$ cat src/rtl/rob_ctrl_pkg.sv
// ============================================================================
// Module  : rob_ctrl_pkg
// Brief   : Shared types and constants for the ROB commit controller.
// Rev     : 1.0  initial release
// ============================================================================
`default_nettype none

package rob_ctrl_pkg;

    typedef enum logic [1:0] {
        ST_RUN       = 2'd0,
        ST_REC_ISSUE = 2'd1,
        ST_REC_HOLD  = 2'd2
    } state_t;

    localparam int STAT_WIDTH = 32;

endpackage : rob_ctrl_pkg

`default_nettype wire

$ cat src/rtl/rob_commit_stats.sv
// ============================================================================
// Module  : rob_commit_stats
// Brief   : Saturating commit and head-stall counters (COMMIT_STATS_EN only).
// Rev     : 1.0  initial release
// ============================================================================
`default_nettype none

module rob_commit_stats
    import rob_ctrl_pkg::*;
#(
    parameter int INSTR_COUNT = 2
) (
    input  logic                   clk,
    input  logic                   rst_n,
    input  logic [INSTR_COUNT-1:0] i_pop,
    input  logic                   i_stall,
    output logic [STAT_WIDTH-1:0]  o_commits,
    output logic [STAT_WIDTH-1:0]  o_stalls
);

    localparam int CNT_W = $clog2(INSTR_COUNT + 1);

    logic [CNT_W-1:0]      w_pop_cnt;
    logic [STAT_WIDTH:0]   w_commit_sum;
    logic [STAT_WIDTH-1:0] r_commits;
    logic [STAT_WIDTH-1:0] r_stalls;

    always_comb begin
        w_pop_cnt = '0;
        for (int i = 0; i < INSTR_COUNT; i++) begin
            w_pop_cnt = w_pop_cnt + CNT_W'(i_pop[i]);
        end
    end

    // One extra bit catches the carry so the counter pins at all-ones.
    assign w_commit_sum = {1'b0, r_commits} + (STAT_WIDTH + 1)'(w_pop_cnt);

    always_ff @(posedge clk or negedge rst_n) begin
        if (!rst_n) begin
            r_commits <= '0;
            r_stalls  <= '0;
        end else begin
            r_commits <= w_commit_sum[STAT_WIDTH] ? '1 : w_commit_sum[STAT_WIDTH-1:0];
            if (i_stall && (r_stalls != '1)) begin
                r_stalls <= r_stalls + 1'b1;
            end
        end
    end

    assign o_commits = r_commits;
    assign o_stalls  = r_stalls;

endmodule : rob_commit_stats

`default_nettype wire

$ cat src/rtl/rob_commit_ctrl.sv
// ============================================================================
// Module  : rob_commit_ctrl
// Brief   : In-order ROB commit, free-list release and flush recovery control.
//           Optional statistics counters enabled by macro COMMIT_STATS_EN.
// Rev     : 1.0  initial release
// ============================================================================
`default_nettype none

module rob_commit_ctrl
    import rob_ctrl_pkg::*;
#(
    parameter int ROB_DEPTH    = 128,
    parameter int P_ADDR_WIDTH = 7,
    parameter int INSTR_COUNT  = 2,
    parameter int REC_CYCLES   = 2
) (
    input  logic                                clk,
    input  logic                                rst_n,
    input  logic [INSTR_COUNT-1:0]              rob_valid,
    input  logic [INSTR_COUNT-1:0]              rob_exec,
    input  logic [INSTR_COUNT*P_ADDR_WIDTH-1:0] rob_ppdst,
    output logic [INSTR_COUNT-1:0]              rob_pop,
    output logic [INSTR_COUNT-1:0]              rel_valid,
    output logic [INSTR_COUNT*P_ADDR_WIDTH-1:0] rel_ppdst,
    input  logic                                rel_ready,
    input  logic                                flush_req,
    input  logic [$clog2(ROB_DEPTH)-1:0]        flush_id,
    output logic                                rec_en,
    output logic [$clog2(ROB_DEPTH)-1:0]        rec_id,
    output logic                                busy
`ifdef COMMIT_STATS_EN
    ,
    output logic [STAT_WIDTH-1:0]               stat_commits,
    output logic [STAT_WIDTH-1:0]               stat_stalls
`endif
);

    localparam int ID_W   = $clog2(ROB_DEPTH);
    localparam int HOLD_W = $clog2(REC_CYCLES + 1);
    localparam logic [HOLD_W-1:0] C_HOLD_INIT = HOLD_W'(REC_CYCLES);
    localparam logic [HOLD_W-1:0] C_HOLD_ONE  = HOLD_W'(1);

    state_t                              r_state;
    state_t                              w_state_nxt;
    logic [HOLD_W-1:0]                   r_hold;
    logic [ID_W-1:0]                     r_rec_id;
    logic [INSTR_COUNT-1:0]              r_rel_valid;
    logic [INSTR_COUNT*P_ADDR_WIDTH-1:0] r_rel_ppdst;
    logic [INSTR_COUNT-1:0]              w_rel_valid_nxt;
    logic [INSTR_COUNT*P_ADDR_WIDTH-1:0] w_rel_ppdst_nxt;
    logic [INSTR_COUNT-1:0]              w_pop;
    logic                                w_rel_free;
    logic                                w_can_commit;
    logic                                w_chain;

    // The release register can take a new bundle when it is empty or draining.
    assign w_rel_free   = ~(|r_rel_valid) | rel_ready;
    assign w_can_commit = rst_n & (r_state == ST_RUN) & ~flush_req & w_rel_free;

    always_comb begin
        w_pop   = '0;
        w_chain = w_can_commit;
        for (int i = 0; i < INSTR_COUNT; i++) begin
            w_chain  = w_chain & rob_valid[i] & rob_exec[i];
            w_pop[i] = w_chain;
        end
    end

    always_comb begin
        w_rel_valid_nxt = '0;
        w_rel_ppdst_nxt = '0;
        for (int i = 0; i < INSTR_COUNT; i++) begin
            if (w_pop[i]) begin
                w_rel_ppdst_nxt[i*P_ADDR_WIDTH +: P_ADDR_WIDTH] = rob_ppdst[i*P_ADDR_WIDTH +: P_ADDR_WIDTH];
                // Physical register 0 marks an instruction without a destination.
                w_rel_valid_nxt[i] = |rob_ppdst[i*P_ADDR_WIDTH +: P_ADDR_WIDTH];
            end
        end
    end

    always_ff @(posedge clk or negedge rst_n) begin
        if (!rst_n) begin
            r_rel_valid <= '0;
            r_rel_ppdst <= '0;
        end else if (w_rel_free) begin
            r_rel_valid <= w_rel_valid_nxt;
            r_rel_ppdst <= w_rel_ppdst_nxt;
        end
    end

    always_comb begin
        w_state_nxt = r_state;
        case (r_state)
            ST_RUN:       if (flush_req) w_state_nxt = ST_REC_ISSUE;
            ST_REC_ISSUE: w_state_nxt = ST_REC_HOLD;
            ST_REC_HOLD:  if (r_hold <= C_HOLD_ONE) w_state_nxt = ST_RUN;
            default:      w_state_nxt = ST_RUN;
        endcase
    end

    always_ff @(posedge clk or negedge rst_n) begin
        if (!rst_n) begin
            r_state <= ST_RUN;
        end else begin
            r_state <= w_state_nxt;
        end
    end

    always_ff @(posedge clk or negedge rst_n) begin
        if (!rst_n) begin
            r_hold   <= '0;
            r_rec_id <= '0;
        end else begin
            if (r_state == ST_REC_ISSUE) begin
                r_hold <= C_HOLD_INIT;
            end else if ((r_state == ST_REC_HOLD) && (r_hold != '0)) begin
                r_hold <= r_hold - C_HOLD_ONE;
            end
            if ((r_state == ST_RUN) && flush_req) begin
                r_rec_id <= flush_id;
            end
        end
    end

    assign rob_pop   = w_pop;
    assign rel_valid = r_rel_valid;
    assign rel_ppdst = r_rel_ppdst;
    assign rec_en    = (r_state == ST_REC_ISSUE);
    assign rec_id    = r_rec_id;
    assign busy      = (r_state != ST_RUN);

`ifdef COMMIT_STATS_EN
    logic w_stall;
    assign w_stall = rob_valid[0] & rob_exec[0] & ~w_pop[0];

    rob_commit_stats #(
        .INSTR_COUNT (INSTR_COUNT)
    ) u_stats (
        .clk       (clk),
        .rst_n     (rst_n),
        .i_pop     (w_pop),
        .i_stall   (w_stall),
        .o_commits (stat_commits),
        .o_stalls  (stat_stalls)
    );
`endif

endmodule : rob_commit_ctrl

`default_nettype wire

$ cat config.mk
export PLATFORM = sky130hd
export DESIGN_NAME = rob_commit_ctrl
export DESIGN_NICKNAME = d
export VERILOG_FILES = /design/src/rtl/rob_ctrl_pkg.sv /design/src/rtl/rob_commit_stats.sv /design/src/rtl/rob_commit_ctrl.sv
export SDC_FILE = /design/constraint.sdc
export NUM_CORES = 1
export LEC_CHECK = 0
export ABC_CLOCK_PERIOD_IN_PS = 3070
export CAP_MARGIN = 20
export CORE_AREA = 2 2 48 68
export CTS_CLUSTER_DIAMETER = 120
export DETAILED_ROUTE_END_ITERATION = 6
export DIE_AREA = 0 0 50 70
export PLACE_DENSITY_LB_ADDON = 0.15
export SLEW_MARGIN = 20
export SYNTH_ARGS = -nofsm -noshare
export SYNTH_HDL_FRONTEND = slang
export SYNTH_SLANG_ARGS = --single-unit
$ cat constraint.sdc
create_clock -name clk -period 3.07 [get_ports clk]
set_input_delay 0.921 -clock clk [delete_from_list [all_inputs] [get_ports clk]]
set_output_delay 0.921 -clock clk [all_outputs]
set_load 0.05 [all_outputs]
==> metrics.log <==
[metrics] cell type with the highest aggregate area in the netlist: dfrtp_1
[metrics] number of nets in the finished design: between 200 and 250
[metrics] number of warning messages in the yosys log: 0
[metrics] buffers plus inverters on the worst setup path: 2
[metrics] Placed Instance Area: roughly 1800 µm²
[metrics] number of pins exceeding their max-slew limit in the final report: 0
[metrics] distinct cell type count after synthesis: 26
[metrics] class of the tightest hold or removal check: register to register
[metrics] Layout Area Growth over Synthesis: 56.1%
[metrics] Tmin final: about 3 ns
[metrics] cell class contributing the biggest share of worst-path delay: simple AND/OR/NAND/NOR gates
[metrics] Max-cap violations: 0
[metrics] final cycle utilization of the critical path: between 90% and 100%
[metrics] Post-Route WL: a little under 3000 µm
[metrics] Critical Path Source: flush_req
[metrics] largest incremental delay on the critical path: 0.42 ns
[metrics] number of input and output port buffers inserted: 55
[metrics] first-pass GRT wire length: 5030 µm
[metrics] instance count along the most critical hold path: 2
[metrics] core area: slightly below 3000 µm²
[metrics] Clk Latency, worst-skew pair: around 0.27 ns
[metrics] clock sinks: 27
[metrics] CP max-delay cell: clkdlybuf4s50_1
[metrics] overall die height: around 70 µm
[metrics] number of buffers on the longest clock path: 2
[metrics] Critical Path Sink: rob_pop[1]
[metrics] RSZ-0062 raised after global routing: no
[metrics] worst-case headroom to the max-slew limit: between 60% and 70%
[metrics] CP Depth: 5
[metrics] critical-path maximum fanout: 2
[metrics] number of global-route vias before repair: 1094
[metrics] GRT Total Usage: 18.5%
[metrics] static leakage: ~0.00086 µW
[metrics] Ports: 56
[metrics] # H-tree levels: 1
[metrics] largest net degree at the start of global routing: 28
[metrics] Seq/Total Area, Yosys: roughly 56%
[metrics] Post-CTS Setup Bufs: 0
[metrics] startpoint of the worst-slack reg-to-reg timing path: r_state[0]
[metrics] leading cell types by total area after synthesis: dfrtp_1 (56%), nand2_1 (9.0%), mux2_4 (8.6%), o21ai_1 (4.1%), ha_1 (2.1%)
[metrics] fraction of final layout cells with drive strength greater than 1: 15.7%
[metrics] remaining global-route overflow: 0
[metrics] number of instances in the placed design: roughly 210
[metrics] final design instance area without fill: roughly 1900 µm²
[metrics] routed length per placed instance: approximately 14 µm
[metrics] largest vdd supply drop: between 600 and 700 µV
[metrics] post-placement worst setup slack: -0.0397 ns
[metrics] share of Yosys cell area claimed by the top area cell type: 55.6%
[metrics] r2r setup slk: ~1.7 ns
[metrics] Post-Syn Nets: ~140
[metrics] CP Class: input port to output pin
[metrics] Final setup viols: 0
[metrics] per-cell via count in the routed design: roughly 5.0
[metrics] cell chosen for the clock root: clkbuf_8
[metrics] total number of vias: roughly 1000
[metrics] clock tree from TritonCTS: yes
[metrics] overall die area: between 3000 and 4000 µm²
[metrics] synthesized area per cell: between 10 and 15 µm²
[metrics] R2R cell count: 4
[metrics] result of the run: completed
[metrics] final RePlAce weighted congestion: ~0.75
[metrics] Peak Freq: approximately 0.34 GHz
[metrics] Power Dens Cells: 700 nW/µm²
[metrics] Crit path arrival time: 2.06 ns
[metrics] kind of end point of the critical path: output pin
[metrics] post-synthesis cell count: 113
[metrics] Initial DRC Count: 13
[metrics] Worst EP required: 2.15 ns
[metrics] clock slew seen by the registers of the worst setup and hold paths: approximately 0.09 ns
[metrics] Finished Layout Cells: approximately 210
[metrics] clock skew: 0.00460 ns
[metrics] DR DRC count: 0
[metrics] slew at the pin closest to its max-slew limit: roughly 0.56 ns
[metrics] Site Rows: 24
[metrics] number of detailed-routing iterations run before antenna repair: 4
[metrics] slack of the critical path: 0.0899 ns
[metrics] residual antenna-violating net count after detailed routing: 0
[metrics] synthesis-stage register bit count: 27
[metrics] final hold slack: a little under 0.5 ns
[metrics] Horiz. Die Dim: roughly 50 µm
[metrics] Critical Path, Cell by Cell: clkdlybuf4s50_1, and4b_1, nand4_2, nor2_4, buf_12
[metrics] Total Power Consumption: approximately 1300 µW
[metrics] sort of element at the start of the critical path: input port
[metrics] HPWL Detailed: ~2200 µm
[metrics] number of antenna violations at the first check in global routing: 0
[metrics] Netlist Area Pre-Place: ~1200 µm²
[metrics] R2R Path End: rel_valid[1]
[metrics] Hold Violations, Final: 0
[metrics] initial standard-cell utilization of the core: between 40% and 50%
[metrics] number of antenna cells inserted: 0
[metrics] TritonCTS buffer count: 3
[metrics] # fillers: around 250
-- cells by family (layout without fill, tap and decap cells) --
logic type	after synthesis	count (layout)	share of synthesized area [%]
flip-flops	27	27	55.6
AO/OA/AOI/OAI	23	23	12.1
adder cells (fa/ha/maj)	2	2	2.06
multiplexers	8	8	9.57
AND/OR/NAND/NOR	42	42	16.0
buffers and inverters	11	70	4.63
-- cell usage in the layout (no fill, tap or decap), drive strengths merged --
cell / synthesis / routed
nor2b: 1 / 1
dfrtp: 27 / 27
a22oi: 1 / 1
clkdlybuf4s50: 0 / 52
inv: 6 / 6
nor4: 2 / 2
a31o: 1 / 1
o21ai: 14 / 14
clkinv: 0 / 1
a21oi: 1 / 1
buf: 5 / 7
clkbuf: 0 / 3
nand2: 29 / 29
nand4: 1 / 1
or4: 2 / 2
nor2: 5 / 5
ha: 2 / 2
and2: 1 / 1
dlymetal6s2s: 0 / 1
o21ba: 1 / 1
o21bai: 1 / 1
o32ai: 2 / 2
mux2: 8 / 8
and4b: 1 / 1
a22o: 2 / 2
-- where the power goes --
group | total (µW) | switching [µW] | internal, µW
Combinational | 644 | 367 | 277
Clock | 200 | 109 | 90.9
Sequential | 484 | 54.9 | 429
Total | 1330 | 532 | 797
-- layout make-up --
type,count,area [µm²],share of cell area [%]
Clock buffer,3,41.3,2.18
Clock inverter,1,5.00,0.264
Multi-Input combinational cell,75,494,26.0
Timing Repair Buffer,60,611,32.2
Sequential cell,27,676,35.6
Inverter,6,22.5,1.19
Tap cell,39,48.8,2.57
-- how the worst min path moves through the flow --
| stage | startpoint | slack (ns) | endpoint |
|---|---|---|---|
| 6_report | rel_ppdst[5] | 0.49 | rel_ppdst[5] |
| 5_1_grt | rel_ppdst[6] | 0.52 | rel_ppdst[6] |
| 4_1_cts | rel_ppdst[5] | 0.49 | rel_ppdst[5] |
| 3_5_place_dp | rel_ppdst[5] | 0.47 | rel_ppdst[5] |
| 3_3_place_gp | rel_ppdst[3] | 0.47 | rel_ppdst[3] |
| 2_1_floorplan | r_hold[1] | 0.49 | r_state[1] |
-- through the flow --
| stage | util, % | setup TNS (ns) |
|---|---|---|
| 4_1_cts | 63.6 | 0 |
| 3_5_place_dp | 61.9 | -0.0540 |
| 5_1_grt | 63.8 | 0 |
| 2_1_floorplan | - | 0 |
| 6_report | 63.8 | 0 |
| 3_3_place_gp | 61.9 | -0.0655 |
-- repair_timing --
item	4_1_cts	5_1_grt
pin swaps	0	3
hold buffers	0	0
gates resized for setup	2	2
endpoints found under the setup margin	2	2
-- layer usage --
metal / GRT usage, % / share of wire [%] / vias up
met5: 0 / 0 / -
met4: 8.33 / 1.3 / 0
met3: 3.21 / 5.1 / 4
met2: 31.3 / 53 / 31
met1: 22.6 / 41 / 513
li1: - / - / 498
-- synthesized netlist by cell type, drive strengths merged --
| cell type | instances |
|---|---|
| nand2 | 29 |
| dfrtp | 27 |
| o21ai | 14 |
| mux2 | 8 |
| inv | 6 |
| buf | 5 |
| nor2 | 5 |
| a22o | 2 |
| ha | 2 |
| nor4 | 2 |
| o32ai | 2 |
| or4 | 2 |
| a21oi | 1 |
| a22oi | 1 |
| a31o | 1 |
| and2 | 1 |
| and4b | 1 |
| nand4 | 1 |
| nor2b | 1 |
| o21ba | 1 |
| o21bai | 1 |
-- sequential cells by signal, summed over array words and instances, names as in the netlist --
signal	flops
rec_id	7
rel_ppdst	14
r_hold	2
r_state	2
rel_valid	2
-- tightest hold or removal path: stages (launching register included) --
cell and delay (ns):
dfrtp_1 0.35, nand2_1 0.05, o21ai_0 0.06
Note: power is estimated with default switching activity, not from simulation.
